===== src/rtl/alu_share_arbiter_if.sv =====
// Requester, ALU-side and response signals of the shared execute ALU arbiter.
// slave = arbiter view, master = environment (requesters, ALU, consumer) view.
interface alu_share_arbiter_if #(
    parameter int NREQ   = 2,
    parameter int DWIDTH = 32,
    parameter int AWIDTH = 32
);
    localparam int IDW = (NREQ > 1) ? $clog2(NREQ) : 1;

    logic [NREQ-1:0]        req_valid_i;
    logic [NREQ-1:0]        req_ready_o;
    logic [NREQ*AWIDTH-1:0] req_pc_i;
    logic [NREQ*DWIDTH-1:0] req_rs1_i;
    logic [NREQ*DWIDTH-1:0] req_rs2_i;
    logic [NREQ*4-1:0]      req_alusel_i;

    logic [AWIDTH-1:0]      alu_pc_o;
    logic [DWIDTH-1:0]      alu_rs1_o;
    logic [DWIDTH-1:0]      alu_rs2_o;
    logic [3:0]             alu_alusel_o;
    logic [DWIDTH-1:0]      alu_res_i;

    logic                   resp_valid_o;
    logic                   resp_ready_i;
    logic [IDW-1:0]         resp_id_o;
    logic [DWIDTH-1:0]      resp_res_o;
    logic [31:0]            busy_cnt_o;

    modport slave (
        input  req_valid_i, req_pc_i, req_rs1_i, req_rs2_i, req_alusel_i,
        input  alu_res_i, resp_ready_i,
        output req_ready_o, alu_pc_o, alu_rs1_o, alu_rs2_o, alu_alusel_o,
        output resp_valid_o, resp_id_o, resp_res_o, busy_cnt_o
    );

    modport master (
        output req_valid_i, req_pc_i, req_rs1_i, req_rs2_i, req_alusel_i,
        output alu_res_i, resp_ready_i,
        input  req_ready_o, alu_pc_o, alu_rs1_o, alu_rs2_o, alu_alusel_o,
        input  resp_valid_o, resp_id_o, resp_res_o, busy_cnt_o
    );
endinterface


===== src/rtl/alu_share_arbiter.sv =====
// Round-robin sharing of one combinational ALU among NREQ requesters, with a
// one-entry response register (result + owner ID) drained on valid/ready.
module alu_share_arbiter #(
    parameter int NREQ   = 2,
    parameter int DWIDTH = 32,
    parameter int AWIDTH = 32
) (
    input logic                clk,
    input logic                reset,
    alu_share_arbiter_if.slave bus
);
    localparam int IDW = (NREQ > 1) ? $clog2(NREQ) : 1;
    localparam logic [3:0] ALU_ADD = 4'd0;

    logic [IDW-1:0]    ptr;
    logic [IDW-1:0]    winner;
    logic              grant_vld;
    logic              can_issue;
    logic [IDW:0]      cand;

    logic              resp_valid;
    logic [IDW-1:0]    resp_id;
    logic [DWIDTH-1:0] resp_res;
    logic [31:0]       busy_cnt;

    // Gated by reset so no request is accepted while reset is held.
    assign can_issue = reset && (!resp_valid || bus.resp_ready_i);

    always_comb begin
        grant_vld = 1'b0;
        winner    = '0;
        cand      = '0;
        if (can_issue) begin
            for (int unsigned k = 0; k < NREQ; k++) begin
                cand = {1'b0, ptr} + (IDW+1)'(k);
                if (cand >= (IDW+1)'(NREQ))
                    cand = cand - (IDW+1)'(NREQ);
                if (!grant_vld && bus.req_valid_i[cand[IDW-1:0]]) begin
                    grant_vld = 1'b1;
                    winner    = cand[IDW-1:0];
                end
            end
        end
    end

    always_comb begin
        bus.req_ready_o  = '0;
        bus.alu_pc_o     = '0;
        bus.alu_rs1_o    = '0;
        bus.alu_rs2_o    = '0;
        bus.alu_alusel_o = ALU_ADD;
        if (grant_vld) begin
            bus.req_ready_o[winner] = 1'b1;
            bus.alu_pc_o     = bus.req_pc_i[int'(winner)*AWIDTH +: AWIDTH];
            bus.alu_rs1_o    = bus.req_rs1_i[int'(winner)*DWIDTH +: DWIDTH];
            bus.alu_rs2_o    = bus.req_rs2_i[int'(winner)*DWIDTH +: DWIDTH];
            bus.alu_alusel_o = bus.req_alusel_i[int'(winner)*4 +: 4];
        end
    end

    // A grant implies the slot is empty or draining, so the new result overwrites in place.
    always_ff @(posedge clk or negedge reset) begin
        if (!reset) begin
            resp_valid <= 1'b0;
            resp_id    <= '0;
            resp_res   <= '0;
            ptr        <= '0;
            busy_cnt   <= '0;
        end else if (grant_vld) begin
            resp_valid <= 1'b1;
            resp_id    <= winner;
            resp_res   <= bus.alu_res_i;
            ptr        <= (winner == IDW'(NREQ-1)) ? '0 : winner + 1'b1;
            if (busy_cnt != '1)
                busy_cnt <= busy_cnt + 32'd1;
        end else if (resp_valid && bus.resp_ready_i) begin
            resp_valid <= 1'b0;
        end
    end

    assign bus.resp_valid_o = resp_valid;
    assign bus.resp_id_o    = resp_id;
    assign bus.resp_res_o   = resp_res;
    assign bus.busy_cnt_o   = busy_cnt;
endmodule


===== src/flat_wrapper.sv =====
// flat-port wrapper written by rule: the top's interface ports become plain ports
module alu_share_arbiter_flat 
#(
    parameter int NREQ   = 2,
    parameter int DWIDTH = 32,
    parameter int AWIDTH = 32
)
  (clk, reset, bus_req_valid_i, bus_req_pc_i, bus_req_rs1_i, bus_req_rs2_i, bus_req_alusel_i, bus_alu_res_i, bus_resp_ready_i, bus_req_ready_o, bus_alu_pc_o, bus_alu_rs1_o, bus_alu_rs2_o, bus_alu_alusel_o, bus_resp_valid_o, bus_resp_id_o, bus_resp_res_o, bus_busy_cnt_o);
  alu_share_arbiter_if #(.NREQ(NREQ), .DWIDTH(DWIDTH), .AWIDTH(AWIDTH)) bus_i ();
  input logic clk;
  input logic reset;
  input wire logic [$bits(bus_i.req_valid_i)-1:0] bus_req_valid_i;
  input wire logic [$bits(bus_i.req_pc_i)-1:0] bus_req_pc_i;
  input wire logic [$bits(bus_i.req_rs1_i)-1:0] bus_req_rs1_i;
  input wire logic [$bits(bus_i.req_rs2_i)-1:0] bus_req_rs2_i;
  input wire logic [$bits(bus_i.req_alusel_i)-1:0] bus_req_alusel_i;
  input wire logic [$bits(bus_i.alu_res_i)-1:0] bus_alu_res_i;
  input wire logic [$bits(bus_i.resp_ready_i)-1:0] bus_resp_ready_i;
  output wire logic [$bits(bus_i.req_ready_o)-1:0] bus_req_ready_o;
  output wire logic [$bits(bus_i.alu_pc_o)-1:0] bus_alu_pc_o;
  output wire logic [$bits(bus_i.alu_rs1_o)-1:0] bus_alu_rs1_o;
  output wire logic [$bits(bus_i.alu_rs2_o)-1:0] bus_alu_rs2_o;
  output wire logic [$bits(bus_i.alu_alusel_o)-1:0] bus_alu_alusel_o;
  output wire logic [$bits(bus_i.resp_valid_o)-1:0] bus_resp_valid_o;
  output wire logic [$bits(bus_i.resp_id_o)-1:0] bus_resp_id_o;
  output wire logic [$bits(bus_i.resp_res_o)-1:0] bus_resp_res_o;
  output wire logic [$bits(bus_i.busy_cnt_o)-1:0] bus_busy_cnt_o;
  assign bus_i.req_valid_i = bus_req_valid_i;
  assign bus_i.req_pc_i = bus_req_pc_i;
  assign bus_i.req_rs1_i = bus_req_rs1_i;
  assign bus_i.req_rs2_i = bus_req_rs2_i;
  assign bus_i.req_alusel_i = bus_req_alusel_i;
  assign bus_i.alu_res_i = bus_alu_res_i;
  assign bus_i.resp_ready_i = bus_resp_ready_i;
  assign bus_req_ready_o = bus_i.req_ready_o;
  assign bus_alu_pc_o = bus_i.alu_pc_o;
  assign bus_alu_rs1_o = bus_i.alu_rs1_o;
  assign bus_alu_rs2_o = bus_i.alu_rs2_o;
  assign bus_alu_alusel_o = bus_i.alu_alusel_o;
  assign bus_resp_valid_o = bus_i.resp_valid_o;
  assign bus_resp_id_o = bus_i.resp_id_o;
  assign bus_resp_res_o = bus_i.resp_res_o;
  assign bus_busy_cnt_o = bus_i.busy_cnt_o;
  alu_share_arbiter #(.NREQ(NREQ), .DWIDTH(DWIDTH), .AWIDTH(AWIDTH)) u_core (.clk(clk), .reset(reset), .bus(bus_i));
endmodule

===== config.mk =====
export PLATFORM = sky130hd
export DESIGN_NAME = alu_share_arbiter_flat
export DESIGN_NICKNAME = d
export VERILOG_FILES = /design/src/rtl/alu_share_arbiter_if.sv /design/src/rtl/alu_share_arbiter.sv /design/src/flat_wrapper.sv
export SDC_FILE = /design/constraint.sdc
export NUM_CORES = 1
export LEC_CHECK = 0
export CAP_MARGIN = 5
export CORE_AREA = 4 4 154 156
export CTS_BUF_LIST = sky130_fd_sc_hd__clkbuf_4
export CTS_CLUSTER_DIAMETER = 80
export DETAILED_ROUTE_END_ITERATION = 8
export DIE_AREA = 0 0 158 160
export GPL_TIMING_DRIVEN = 0
export HOLD_SLACK_MARGIN = 0.15
export SETUP_SLACK_MARGIN = 0.02
export SYNTH_ARGS = -nofsm -noshare
export SYNTH_HDL_FRONTEND = slang
export SYNTH_SLANG_ARGS = --single-unit

===== constraint.sdc =====
create_clock -name clk -period 5.1 [get_ports clk]
set_input_delay 1.02 -clock clk [delete_from_list [all_inputs] [get_ports clk]]
set_output_delay 1.02 -clock clk [all_outputs]
set_load 0.03 [all_outputs]

Word-level counts from Yosys, hierarchy flattened

Cells that the tools add are included.

Output and inout bits: 168
Word-level logic and storage cells: 55
Bits in registers: 67

Eq/ne operators: 1
Reduce and logical (&&, ||, !) cells: 9
Order comparisons: 6
Shifts and indexed selects: 4
Add/sub/neg operators: 5
Multiplexer cells: 25

Operators by type and width:

| cell                  | number |
|---|---|
| $shiftx 64x7->32      | 3 |
| $mux 32               | 3 |
| $add 32x1->32 const B | 1 |
| $ne 32x32->1 const B  | 1 |
| $mux 1                | 19 |
| $shiftx 8x4->4        | 1 |
| $lt 1x2->1 const B    | 3 |
| $logic_and 1x1->1     | 4 |
| $mux 4                | 1 |
| $add 1x1->2 const B   | 1 |
| $ge 1x2->1 const B    | 1 |
| $ge 2x2->1 const B    | 1 |
| $logic_not 1->1       | 2 |
| $mux 2                | 1 |
| $reduce_and 2->1      | 1 |
| $reduce_bool 2->1     | 1 |
| $sub 1x1->1 const B   | 2 |
| $add 1x1->1 const B   | 1 |
| $demux 1 s1           | 1 |
| $ge 1x1->1 const B    | 1 |
| $logic_or 1x1->1      | 1 |

Logic depth before layout (Yosys ltp)

Gate-level depths: netlist (run 1).

Word-level depth: 17
Mapped depth: 7
Gate-level depth less buffers: 5

Worst setup path before layout (run 1)

Ideal clock, no wire load.

Path kind: input -> output
Start point: input bus_resp_ready_i
End point: output bus_alu_alusel_o[0]
Required time: 4.080 ns
Path slack: 1.596 ns
Buffers on the path: 2
Cell stages on the path: 6
Data arrival time: 2.484 ns
Cell sequence: nand2b_1 > o211a_1 > buf_2 > and2_1 > clkbuf_1 > a22o_1

Word-level cells in the longest chain between the ends: 5

RTL lines:

| element             | RTL line                | RTL |
|---|---|---|
| start, declared     | flat_wrapper.sv:18      | `input wire logic [$bits(bus_i.resp_ready_i)-1:0] bus_resp_ready_i;` |
| $logic_or 1x1->1 *  | alu_share_arbiter.sv:27 | `assign can_issue = reset && (!resp_valid \|\| bus.resp_ready_i);` |
| $logic_and 1x1->1 * | alu_share_arbiter.sv:27 |  |
| $mux 1              | alu_share_arbiter.sv:33 | `if (can_issue) begin` |
| $shiftx 8x4->4      | alu_share_arbiter.sv:57 | `bus.alu_alusel_o = bus.req_alusel_i[int'(winner)*4 +: 4];` |
| $mux 4 *            | alu_share_arbiter.sv:52 | `if (grant_vld) begin` |
| end, declared       | flat_wrapper.sv:23      | `output wire logic [$bits(bus_i.alu_alusel_o)-1:0] bus_alu_alusel_o;` |

Every way passes the cells marked *; elsewhere a longest branch is shown, timed or not.

Worst setup path after layout (run 1)

Start point: input bus_resp_ready_i
End point: output bus_alu_rs1_o[0]

Word-level cells in the longest chain between the ends: 5

RTL lines:

| element             | RTL line                | RTL |
|---|---|---|
| $logic_or 1x1->1 *  | alu_share_arbiter.sv:27 |  |
| $logic_and 1x1->1 * | alu_share_arbiter.sv:27 |  |
| $mux 1              | alu_share_arbiter.sv:33 |  |
| $shiftx 64x7->32    | alu_share_arbiter.sv:55 | `bus.alu_rs1_o = bus.req_rs1_i[int'(winner)*DWIDTH +: DWIDTH];` |
| $mux 32 *           | alu_share_arbiter.sv:52 |  |
| end, declared       | flat_wrapper.sv:21      | `output wire logic [$bits(bus_i.alu_rs1_o)-1:0] bus_alu_rs1_o;` |

Marked as above.

==> results of run 1 <==
metrics by stage:
stage / worst slack (ns) / utilization
finish: 0.2824 / 0.3801
global route: 0.07137 / 0.3799
CTS: 0.1630 / 0.3798
detailed placement: -0.07035 / 0.3737
global placement: -2.527 / 0.3725
floorplan: 1.596 / -
logic make-up after synthesis:
group	after synthesis	synth area share
and+or+nand+nor	186	0.2272
AOI/OAI and AO/OA	110	0.2406
DFF	67	0.4265
buffers and inverters	33	0.03469
xor gates and xnor gates	28	0.06238
muxes	2	0.005410
adders and majority gates	1	0.003182
where the power goes:
group	internal, uW	switching (uW)	leakage [uW]
Clock	170	189	0.0000741
Combinational	482	530	0.00267
Sequential	600	62.8	0.000868
Total	1250	783	0.00361
synthesized netlist by cell type, types with 2 or more instances:
library cell | number | area share
a21o_1 | 2 | 0.0038
a21oi_1 | 2 | 0.0025
a22o_1 | 100 | 0.22
and2_1 | 3 | 0.0048
and3_1 | 7 | 0.011
and3_2 | 2 | 0.0038
and4_2 | 2 | 0.0051
and4_4 | 2 | 0.0057
buf_2 | 10 | 0.013
clkbuf_1 | 22 | 0.021
dfrtp_1 | 67 | 0.43
nand2_1 | 111 | 0.11
nand3_1 | 17 | 0.022
nand4_1 | 6 | 0.0095
nor2_1 | 8 | 0.0076
nor3_1 | 16 | 0.020
nor3b_1 | 2 | 0.0038
nor4_1 | 2 | 0.0032
nor4b_2 | 2 | 0.0076
xnor2_1 | 7 | 0.016
xor2_1 | 21 | 0.047
cell type report:
| cell class | count | area, um2 | share of cell area |
|---|---|---|---|
| diodes | 3 | 7.507 | 0.0008830 |
| plain buffers | 32 | 135.1 | 0.01589 |
| clock buffers | 13 | 97.59 | 0.01148 |
| clock inverters | 2 | 37.54 | 0.004415 |
| inverters | 1 | 3.754 | 0.0004415 |
| multi-input cells | 327 | 2118 | 0.2492 |
| flip-flops and latches | 67 | 1677 | 0.1972 |
| well taps | 285 | 356.6 | 0.04194 |
| repair buffers | 405 | 4069 | 0.4786 |
registers in the layout, indices dropped and copies added, names as in the netlist:
register	flops
u_core.bus.busy_cnt_o	32
u_core.bus.resp_id_o	1
u_core.ptr	1
u_core.bus.resp_valid_o	1
u_core.bus.resp_res_o	32
layer usage:
layer | up-vias | part of all wire | wire, um | track usage
li1 | 2403 | - | - | -
met1 | 2371 | 0.41 | 10110 | 0.2307
met2 | 255 | 0.44 | 10920 | 0.2817
met3 | 35 | 0.13 | 3312 | 0.08645
met4 | 16 | 0.013 | 331 | 0.03684
met5 | - | 0.0032 | 79 | 0
path summary, 6_finish.rpt:
| path | from | endpoint | slack [ns] | cells past startpoint |
|---|---|---|---|---|
| max | bus_resp_ready_i | bus_alu_rs1_o[0] | 0.28 | 8 |
| min | reset | u_core.bus.busy_cnt_o[14] | 0.42 | 1 |
| max reg2reg | u_core.bus.busy_cnt_o[12] | u_core.bus.busy_cnt_o[1] | 2.86 | 5 |
| min reg2reg | u_core.ptr | u_core.ptr | 0.49 | 1 |
| max in group asynchronous | reset | u_core.ptr | 4.13 | 2 |
| min in group clk | u_core.ptr | u_core.ptr | 0.49 | 1 |
what timing repair did:
| action | CTS | global route |
|---|---|---|
| endpoints found under the setup margin | 13 | 0 |
| hold endpoints to repair | 0 | 0 |
| gates resized for setup | 2 | 0 |
==> impl_metrics.csv, run 1 <==
group,metric,value,unit
placement,dp.cells,1117,
worst_setup_path,cp.buffers_inverters,4,
worst_setup_path,slowest_stage,"clkdlybuf4s50_1",
grt,grt_pass1_vias,5138,
floorplan,io_pins,405,
timing,finalCritPeriodShare,0.9446,
floorplan,die_x,158,um
detailed_routing,via_count,5080,
placement,dpl_cell_area,8357,um2
worst_setup_path,path_cells,"clkdlybuf4s50_1 > nand2b_1 > nand2_1 > nor2_1 > clkbuf_2 > clkbuf_1 > a22o_1 > clkdlybuf4s50_1",
grt,antenna_found_initial,11,
clock_tree,cts.sinks,67,
floorplan,start_util,0.1758,
layout,mostFrequentLayoutCell,"clkdlybuf4s50_1",
timing,maxSlewViolCount,0,
synth,async_reset_ff_frac,1.000,
worst_setup_path,cp_max_fo,10,
layout,layout_common_cells,"clkdlybuf4s50_1 (403), nand2_1 (111), a22o_1 (100), dfrtp_1 (67), xor2_1 (21)",
grt,overflow,0,
detailed_routing,first_pass_iters,4,
timing,rsz0062_at_grt,"no",
grt,grt_util_all_layers,0.1813,
detailed_routing,drc,0,
timing,worst_hold_slack,0.4197,ns
worst_setup_path,crit_path_frequent_cell,"clkdlybuf4s50_1",
worst_setup_path,slowest_delay,0.75,ns
clock_tree,clkLatencyLatePin,0.41,ns
detailed_routing,via_per_inst,4.476,
layout,drive_gt1_frac,0.04959,
layout,nNetsFinal,1081,
clock_tree,root_buffer,"clkbuf_4",
synth,netlist_instances,427,
timing,setup_viol_count_final,0,
timing,fin_tns_setup,0,ns
timing,worstMarginPinSlew,0.7825,ns
clock_tree,postCtsSetupBuffers,0,
clock_tree,cts_tree,"yes",
synth,synth_edf_count,0,
synth,synth_cell_types,37,
layout,nFillCells,2267,
synth,synth_area_per_cell,9.207,um2
outcome,status,"finished clean",
placement,gp_congestion,0.8815,
run,cap_violations,0,
detailed_routing,drt_wl_total,24750,um
layout,syn_to_final_growth,116.3,%
synth,synthFlopType,"dfrtp_1",
detailed_routing,wl_per_cell,21.81,um
placement,place_hpwl,20950,um
grt,grt_max_degree,62,
floorplan,core,22370,um2
power_and_ir_drop,p_per_area,239.2,nW/um2
floorplan,die-area,25280,um2
layout,fin_cells,1135,
clock_tree,cts_hold_buf,0,
worst_setup_path,endpoint_kind,"primary output",
synth,synth-seq-cells,67,
clock_tree,numCtsBuffers,9,
synth,ys_warn_count,0,
worst_setup_path,cp.arrival,3.80,ns
worst_setup_path,crit_type,"input pin to primary output",
clock_tree,cts.clk_slew.worst_paths,0.11,ns
synth,synth_area,3931,um2
worst_setup_path,cp_top_family,"buffers and inverters",
clock_tree,cts.path.max_buffers,2,
timing,finalCriticalPeriod,4.818,ns
floorplan,row_count,55,
worst_setup_path,crit_required,4.08,ns
placement,io_buffers,404,
power_and_ir_drop,p_leak,0.003611,uW
power_and_ir_drop,p_total,2034,uW
worst_setup_path,critPathLaunchType,"input pin",
clock_tree,cts_max_level,3,
synth,seq_area_frac_synth,0.4265,
detailed_routing,drt_iter0_markers,265,
floorplan,die_h,160,um
layout,post-route-cell-area,8502,um2
timing,fin_worst_skew,0.01708,ns
worst_hold_path,min_path_type,"input pin to asynchronous set/reset pin",
grt,grt_pass1_wl,34240,um
detailed_routing,ant_nets,0,
synth,syn_nets,665,
timing,clock.fmax,0.2076,GHz
timing,hold_viol_final,0,
timing,slew-limit-headroom,0.4761,
power_and_ir_drop,ir_drop,182.1,uV
Note: power is estimated with default switching activity, not from simulation.
==> inputs of run 2 (changes only) <==
--- a/config.mk
+++ b/config.mk
@@ -13,6 +13,7 @@
 export DIE_AREA = 0 0 158 160
 export GPL_TIMING_DRIVEN = 0
 export HOLD_SLACK_MARGIN = 0.15
+export MAX_ROUTING_LAYER = met4
 export SETUP_SLACK_MARGIN = 0.02
 export SYNTH_ARGS = -nofsm -noshare
 export SYNTH_HDL_FRONTEND = slang
==> run 2 against run 1 <==
Net effect:
- worst hold slack improved by 0.065 ns
- largest cell class unchanged
- sequential power about the same
- first-iteration DRC count decreased by 0.75%
- critical path depth unchanged
==> impl_metrics.csv, run 2 (synthesis results as in run 1) <==
group,metric,value,unit
outcome,status,"finished clean",
detailed_routing,ant_nets,0,
detailed_routing,via_per_inst,4.411,
layout,fin_util,0.3800,
worst_setup_path,rr_endpoint,"u_core.bus.busy_cnt_o[1]",
floorplan,die-area,25280,um2
worst_setup_path,critPathLaunchType,"input pin",
layout,layout_common_cells,"clkdlybuf4s50_1 (403), nand2_1 (111), a22o_1 (100), dfrtp_1 (67), xor2_1 (21)",
worst_hold_path,holdCritStartpoint,"u_core.bus.resp_res_o[27]",
layout,drive_gt1_frac,0.04497,
timing,fin_worst_skew,0.01060,ns
clock_tree,clkLatencyLatePin,0.40,ns
timing,worstMarginPinSlew,0.8227,ns
clock_tree,cts.clk_slew.worst_paths,0.10,ns
worst_setup_path,crit_path_frequent_cell,"clkdlybuf4s50_1",
clock_tree,cts.path.max_buffers,2,
timing,hold_viol_final,0,
layout,register_area,1677,um2
timing,clock.fmax,0.2071,GHz
clock_tree,cts_max_level,3,
timing,worst_hold_slack,0.4846,ns
power_and_ir_drop,ir_drop,158.4,uV
floorplan,die_h,160,um
timing,setup_viol_count_final,0,
clock_tree,numCtsBuffers,9,
worst_setup_path,cp.arrival,3.81,ns
worst_setup_path,crit_required,4.08,ns
worst_hold_path,hold_path_end,"u_core.bus.resp_res_o[27]",
layout,post-route-cell-area,8499,um2
worst_hold_path,holdPathStages,2,
grt,antenna_found_initial,9,
grt,grt_max_degree,71,
clock_tree,postCtsSetupBuffers,0,
clock_tree,cts_hold_buf,0,
worst_setup_path,path_cells,"clkdlybuf4s50_1 > nand2b_1 > nand2_1 > nor2_1 > clkbuf_2 > clkbuf_1 > a22o_1 > clkdlybuf4s50_1",
timing,slew-limit-headroom,0.4491,
timing,finalCritPeriodShare,0.9466,
detailed_routing,first_pass_iters,4,
layout,nNetsFinal,1081,
placement,io_buffers,404,
run,cap_violations,0,
worst_hold_path,min_path_type,"flip-flop to flip-flop",
worst_setup_path,r2r_cells,5,
worst_setup_path,slowest_stage,"clkdlybuf4s50_1",
clock_tree,root_buffer,"clkbuf_4",
floorplan,die_x,158,um
detailed_routing,drc,0,
grt,grt_pass1_vias,5055,
power_and_ir_drop,p_leak,0.003595,uW
power_and_ir_drop,p_total,2002,uW
timing,rsz0062_at_grt,"no",
placement,dp.cells,1117,
layout,nFillCells,2289,
detailed_routing,via_count,5033,
grt,grt_pass1_wl,34150,um
floorplan,row_count,55,
clock_tree,cts_tree,"yes",
layout,mostFrequentLayoutCell,"clkdlybuf4s50_1",
grt,grt_util_all_layers,0.1870,
layout,syn_to_final_growth,116.2,%
layout,fin_cells,1141,
detailed_routing,drt_wl_total,24650,um
timing,finalCriticalPeriod,4.828,ns
timing,maxSlewViolCount,0,
floorplan,core,22370,um2
power_and_ir_drop,p_per_area,235.5,nW/um2
clock_tree,cts.sinks,67,
placement,dpl_cell_area,8357,um2
worst_setup_path,r2r-start,"u_core.bus.busy_cnt_o[12]",
worst_setup_path,crit_type,"input pin to primary output",
floorplan,start_util,0.1758,
floorplan,io_pins,405,
grt,overflow,0,
worst_setup_path,reg2reg_slack,2.85,ns
worst_setup_path,slowest_delay,0.74,ns
worst_setup_path,endpoint_kind,"primary output",
detailed_routing,drt_iter0_markers,263,
worst_setup_path,cp_max_fo,10,
layout,multi_input_area,2118,um2
placement,place_hpwl,20890,um
detailed_routing,wl_per_cell,21.61,um
placement,gp_congestion,0.9079,
[run 2: cell types whose count changed in the layout (fill, tap and decap cells not counted)]
cell / delta
diode_2: +8
clkinv_1: +2
clkbuf_4: -4
[run 2: metrics by stage]
stage          setup WS [ns]  setup TNS [ns]
5_1_grt              0.05954               0
6_report              0.2722               0
3_3_place_gp          -2.489         -257.42
2_1_floorplan          1.596               0
3_5_place_dp        -0.05651         -0.1511
4_1_cts               0.1284               0
[run 2: power by group]
part,switching (uW),leakage (uW),internal [uW]
clock,186,0.0000589,139
combinational,531,0.00267,482
sequential,65.2,0.000868,600
[run 2: area by class of cell]
type / instances / share of cell area
inverters: 1 / 0.0004416
repair buffers: 405 / 0.4787
clock buffers: 9 / 0.007949
multi-input cells: 327 / 0.2492
clock inverters: 4 / 0.005300
flip-flops and latches: 67 / 0.1973
diodes: 11 / 0.003239
plain buffers: 32 / 0.01590
well taps: 285 / 0.04195
[run 2: timing repair]
| action | in CTS | in global routing |
|---|---|---|
| endpoints found under the hold margin | 0 | 0 |
| gates resized for setup | 2 | 0 |
| endpoints found under the setup margin | 15 | 0 |
[run 2: critical path: cells and delay by family]
| kind | cells | cell delay, ns |
|---|---|---|
| compound gates | 1 | 0.32 |
| buf+inv | 4 | 1.97 |
| simple gates | 3 | 0.49 |
[run 2: layer usage]
layer | vias up | global-route usage | share of wire
met4 | 0 | 0.03839 | 0.013
met2 | 245 | 0.2788 | 0.44
met3 | 20 | 0.08184 | 0.12
met5 | - | - | 0
li1 | 2410 | - | -
met1 | 2358 | 0.2367 | 0.42
[run 2: how the worst max path moves through the flow]
stage / start / to / cells after the start
global route: bus_resp_ready_i / bus_alu_pc_o[29] / 8
CTS: bus_resp_ready_i / bus_alu_rs1_o[22] / 8
detailed placement: bus_resp_ready_i / bus_alu_rs1_o[22] / 8
finish: bus_resp_ready_i / bus_alu_rs1_o[26] / 8
floorplan: bus_resp_ready_i / bus_alu_alusel_o[0] / 6
global placement: reset / bus_alu_rs1_o[26] / 8
==> inputs of run 3 (changes only) <==
--- a/config.mk
+++ b/config.mk
@@ -5,12 +5,13 @@
 export SDC_FILE = /design/constraint.sdc
 export NUM_CORES = 1
 export LEC_CHECK = 0
+export ABC_AREA = 1
 export CAP_MARGIN = 5
-export CORE_AREA = 4 4 154 156
+export CORE_AREA = 4 4 155 157
 export CTS_BUF_LIST = sky130_fd_sc_hd__clkbuf_4
 export CTS_CLUSTER_DIAMETER = 80
 export DETAILED_ROUTE_END_ITERATION = 8
-export DIE_AREA = 0 0 158 160
+export DIE_AREA = 0 0 159 161
 export GPL_TIMING_DRIVEN = 0
 export HOLD_SLACK_MARGIN = 0.15
 export MAX_ROUTING_LAYER = met4
==> run 3 against run 2 <==
Net effect:
- sequential share of layout area fell by 1.7 points
- clock power increased by 17%
- clock skew rose by 0.0076 ns
- worst setup slack improved by 0.026 ns
- via count increased by 27%
- critical path depth rose by 3
- clock-buffer cell count unchanged
- largest cell class unchanged
- worst hold slack worse by 0.0055 ns
- fmax rose by 0.55%
==> impl_metrics.csv, run 3 <==
group,metric,value,unit
detailed_routing,ant_nets,0,
worst_setup_path,path_cells,"buf_6 > a21boi_2 > nand2_2 > inv_2 > nand2_1 > inv_2 > buf_4 > buf_4 > nand2_1 > nand2_1 > clkdlybuf4s50_1",
power_and_ir_drop,p_leak,0.004333,uW
synth,netlist_instances,823,
layout,layout_common_cells,"nand2_1 (590), clkdlybuf4s50_1 (403), dfrtp_1 (67), nor2_1 (53), inv_1 (26)",
worst_setup_path,slowest_delay,0.72,ns
clock_tree,cts.sinks,67,
outcome,status,"finished clean",
worst_setup_path,crit_path_frequent_cell,"nand2_1",
detailed_routing,drc,0,
synth,synthFlopType,"dfrtp_1",
detailed_routing,first_pass_iters,5,
grt,grt_pass1_vias,6304,
clock_tree,clkLatencyLatePin,0.43,ns
clock_tree,numCtsBuffers,9,
layout,nFillCells,2379,
timing,finalCriticalPeriod,4.801,ns
clock_tree,cts_hold_buf,0,
power_and_ir_drop,p_per_area,220.0,nW/um2
synth,seq_area_frac_synth,0.3534,
floorplan,die_h,161,um
worst_setup_path,crit_required,4.08,ns
layout,mostFrequentLayoutCell,"nand2_1",
placement,gp_congestion,0.9679,
grt,antenna_found_initial,7,
run,cap_violations,0,
detailed_routing,drt_iter0_markers,396,
clock_tree,postCtsSetupBuffers,0,
worst_setup_path,crit_path_start,"reset",
worst_setup_path,crit_type,"input pin to primary output",
floorplan,core,22500,um2
worst_setup_path,endpoint_kind,"primary output",
floorplan,row_count,55,
floorplan,io_pins,405,
timing,worst_hold_slack,0.4792,ns
timing,slew-limit-headroom,0.5733,
synth,syn_nets,1061,
power_and_ir_drop,ir_drop,155.5,uV
synth,async_reset_ff_frac,1.000,
timing,finalCritPeriodShare,0.9414,
timing,clock.fmax,0.2083,GHz
worst_setup_path,cp_max_fo,68,
floorplan,start_util,0.2108,
worst_setup_path,cp.arrival,3.78,ns
timing,rsz0062_at_grt,"no",
grt,grt_pass1_wl,39610,um
synth,synth_most_common_cell,"nand2_1",
layout,syn_to_final_growth,96.33,%
power_and_ir_drop,power.share.combinational,0.499,
synth,synth-seq-cells,67,
power_and_ir_drop,clkPwrFrac,0.186,
worst_setup_path,r2r-start,"u_core.bus.busy_cnt_o[0]",
synth,synth_area,4745,um2
detailed_routing,wl_per_cell,17.86,um
placement,dpl_cell_area,9143,um2
worst_hold_path,min_path_type,"flip-flop to flip-flop",
grt,overflow,0,
power_and_ir_drop,intPower,1210,uW
worst_setup_path,rr_endpoint,"u_core.bus.busy_cnt_o[30]",
clock_tree,cts_tree,"yes",
synth,synth_area_per_cell,5.765,um2
timing,setup_viol_count_final,0,
clock_tree,cts_max_level,3,
timing,fin_worst_skew,0.01821,ns
worst_setup_path,r2r_cells,11,
power_and_ir_drop,switching_power,839.3,uW
synth,synthTopCellsByCount,"nand2_1 (590), dfrtp_1 (67), nor2_1 (53), inv_1 (26), nand3_1 (16)",
floorplan,die_x,159,um
worst_setup_path,critPathCapture,"bus_alu_rs1_o[2]",
synth,ys_warn_count,0,
placement,io_buffers,404,
clock_tree,cts.path.max_buffers,2,
layout,drive_gt1_frac,0.03781,
layout,nNetsFinal,1476,
detailed_routing,drt_wl_total,27420,um
synth,synth_cell_types,25,
worst_hold_path,holdCritStartpoint,"u_core.bus.resp_id_o",
detailed_routing,via_count,6404,
worst_setup_path,critPathLaunchType,"input pin",
floorplan,die-area,25600,um2
timing,worstMarginPinSlew,0.6400,ns
timing,maxSlewViolCount,0,
synth,synth_edf_count,0,
clock_tree,cts.clk_slew.worst_paths,0.11,ns
synth,yosysTopAreaCell,"nand2_1",
worst_setup_path,slowest_stage,"clkdlybuf4s50_1",
synth,synth_top_area_frac,0.4668,
placement,place_hpwl,23340,um
power_and_ir_drop,swShare,0.4095,
clock_tree,root_buffer,"clkbuf_4",
grt,grt_max_degree,69,
power_and_ir_drop,pwr-share-seq,0.316,
synth,synth.area.top_cells,"nand2_1 (47%), dfrtp_1 (35%), nor2_1 (4.2%), buf_4 (2.1%), inv_1 (2.1%)",
timing,hold_viol_final,0,
layout,post-route-cell-area,9315,um2
worst_setup_path,reg2reg_slack,3.11,ns
detailed_routing,via_per_inst,4.172,
grt,grt_util_all_layers,0.2078,
-- run 3: per-layer routing --
metal,wire (um),share of wire,track usage
met1,12190,0.44,0.2635
met2,12010,0.44,0.3179
met3,2979,0.11,0.08727
met4,240,0.0088,0.03156
met5,0,0,-
-- run 3: how the worst min path moves through the flow --
| stage | cells after the start | slack, ns | endpoint |
|---|---|---|---|
| detailed placement | 2 | 0.46 | u_core.bus.resp_id_o |
| global placement | 2 | 0.46 | u_core.bus.resp_id_o |
| finish | 2 | 0.48 | u_core.bus.resp_id_o |
| floorplan | 2 | 0.50 | u_core.ptr |
| CTS | 2 | 0.49 | u_core.bus.resp_id_o |
| global route | 2 | 0.52 | u_core.bus.resp_id_o |
-- run 3: timing repair --
action,in CTS,in global routing
resized for setup,1,2
endpoints found under the setup margin,4,3
pin swaps,0,0
-- run 3: per-stage QoR --
stage / total power [uW] / setup TNS (ns) / utilization / setup WS (ns) / cells
2_1_floorplan: 1124 / 0 / - / 1.924 / 823
3_5_place_dp: 1680 / -0.06441 / 0.4063 / -0.04392 / 1512
3_3_place_gp: 1679 / -224.09 / 0.4064 / -2.254 / 1512
6_report: 2049 / 0 / 0.4140 / 0.2987 / 1535
5_1_grt: 2162 / 0 / 0.4140 / 0.05381 / 1535
4_1_cts: 2075 / 0 / 0.4131 / 0.1578 / 1528
-- run 3: worst max-delay path, delay by kind of cell --
family                 cells  cell delay, ns
and+or+nand+nor            4            0.48
buffers and inverters      6            1.91
AOI/OAI and AO/OA          1            0.29
-- run 3: power by group through the flow --
stage / clock network [uW] / registers, uW / logic (uW)
final: 380 / 647 / 1020
after global routing: 421 / 656 / 1090
after CTS: 398 / 647 / 1030
after detailed placement: 0 / 654 / 1030
after global placement: 0 / 656 / 1020
after floorplan: 0 / 769 / 355
-- run 3: kinds of logic (layout without fill, tap and decap cells) --
kind of cell / after synthesis / in the layout / share of synthesized area
DFF: 67 / 67 / 0.3534
AOI/OAI and AO/OA: 7 / 7 / 0.008701
buffers and inverters: 62 / 482 / 0.06356
and+or+nand+nor: 672 / 672 / 0.5459
adders and majority gates: 1 / 1 / 0.002637
other: 0 / 7 / 0
xor gates and xnor gates: 14 / 14 / 0.02584
-- run 3: cell type report --
cell class	count	area [um2]	share of cell area
Antenna cell	7	17.52	0.001880
Buffer	33	191.4	0.02055
Clock buffer	9	67.56	0.007253
Clock inverter	7	82.58	0.008865
Inverter	29	111.4	0.01195
Multi-Input combinational cell	694	2766	0.2970
Sequential cell	67	1677	0.1800
Tap cell	285	356.6	0.03828
Timing Repair Buffer	404	4045	0.4343
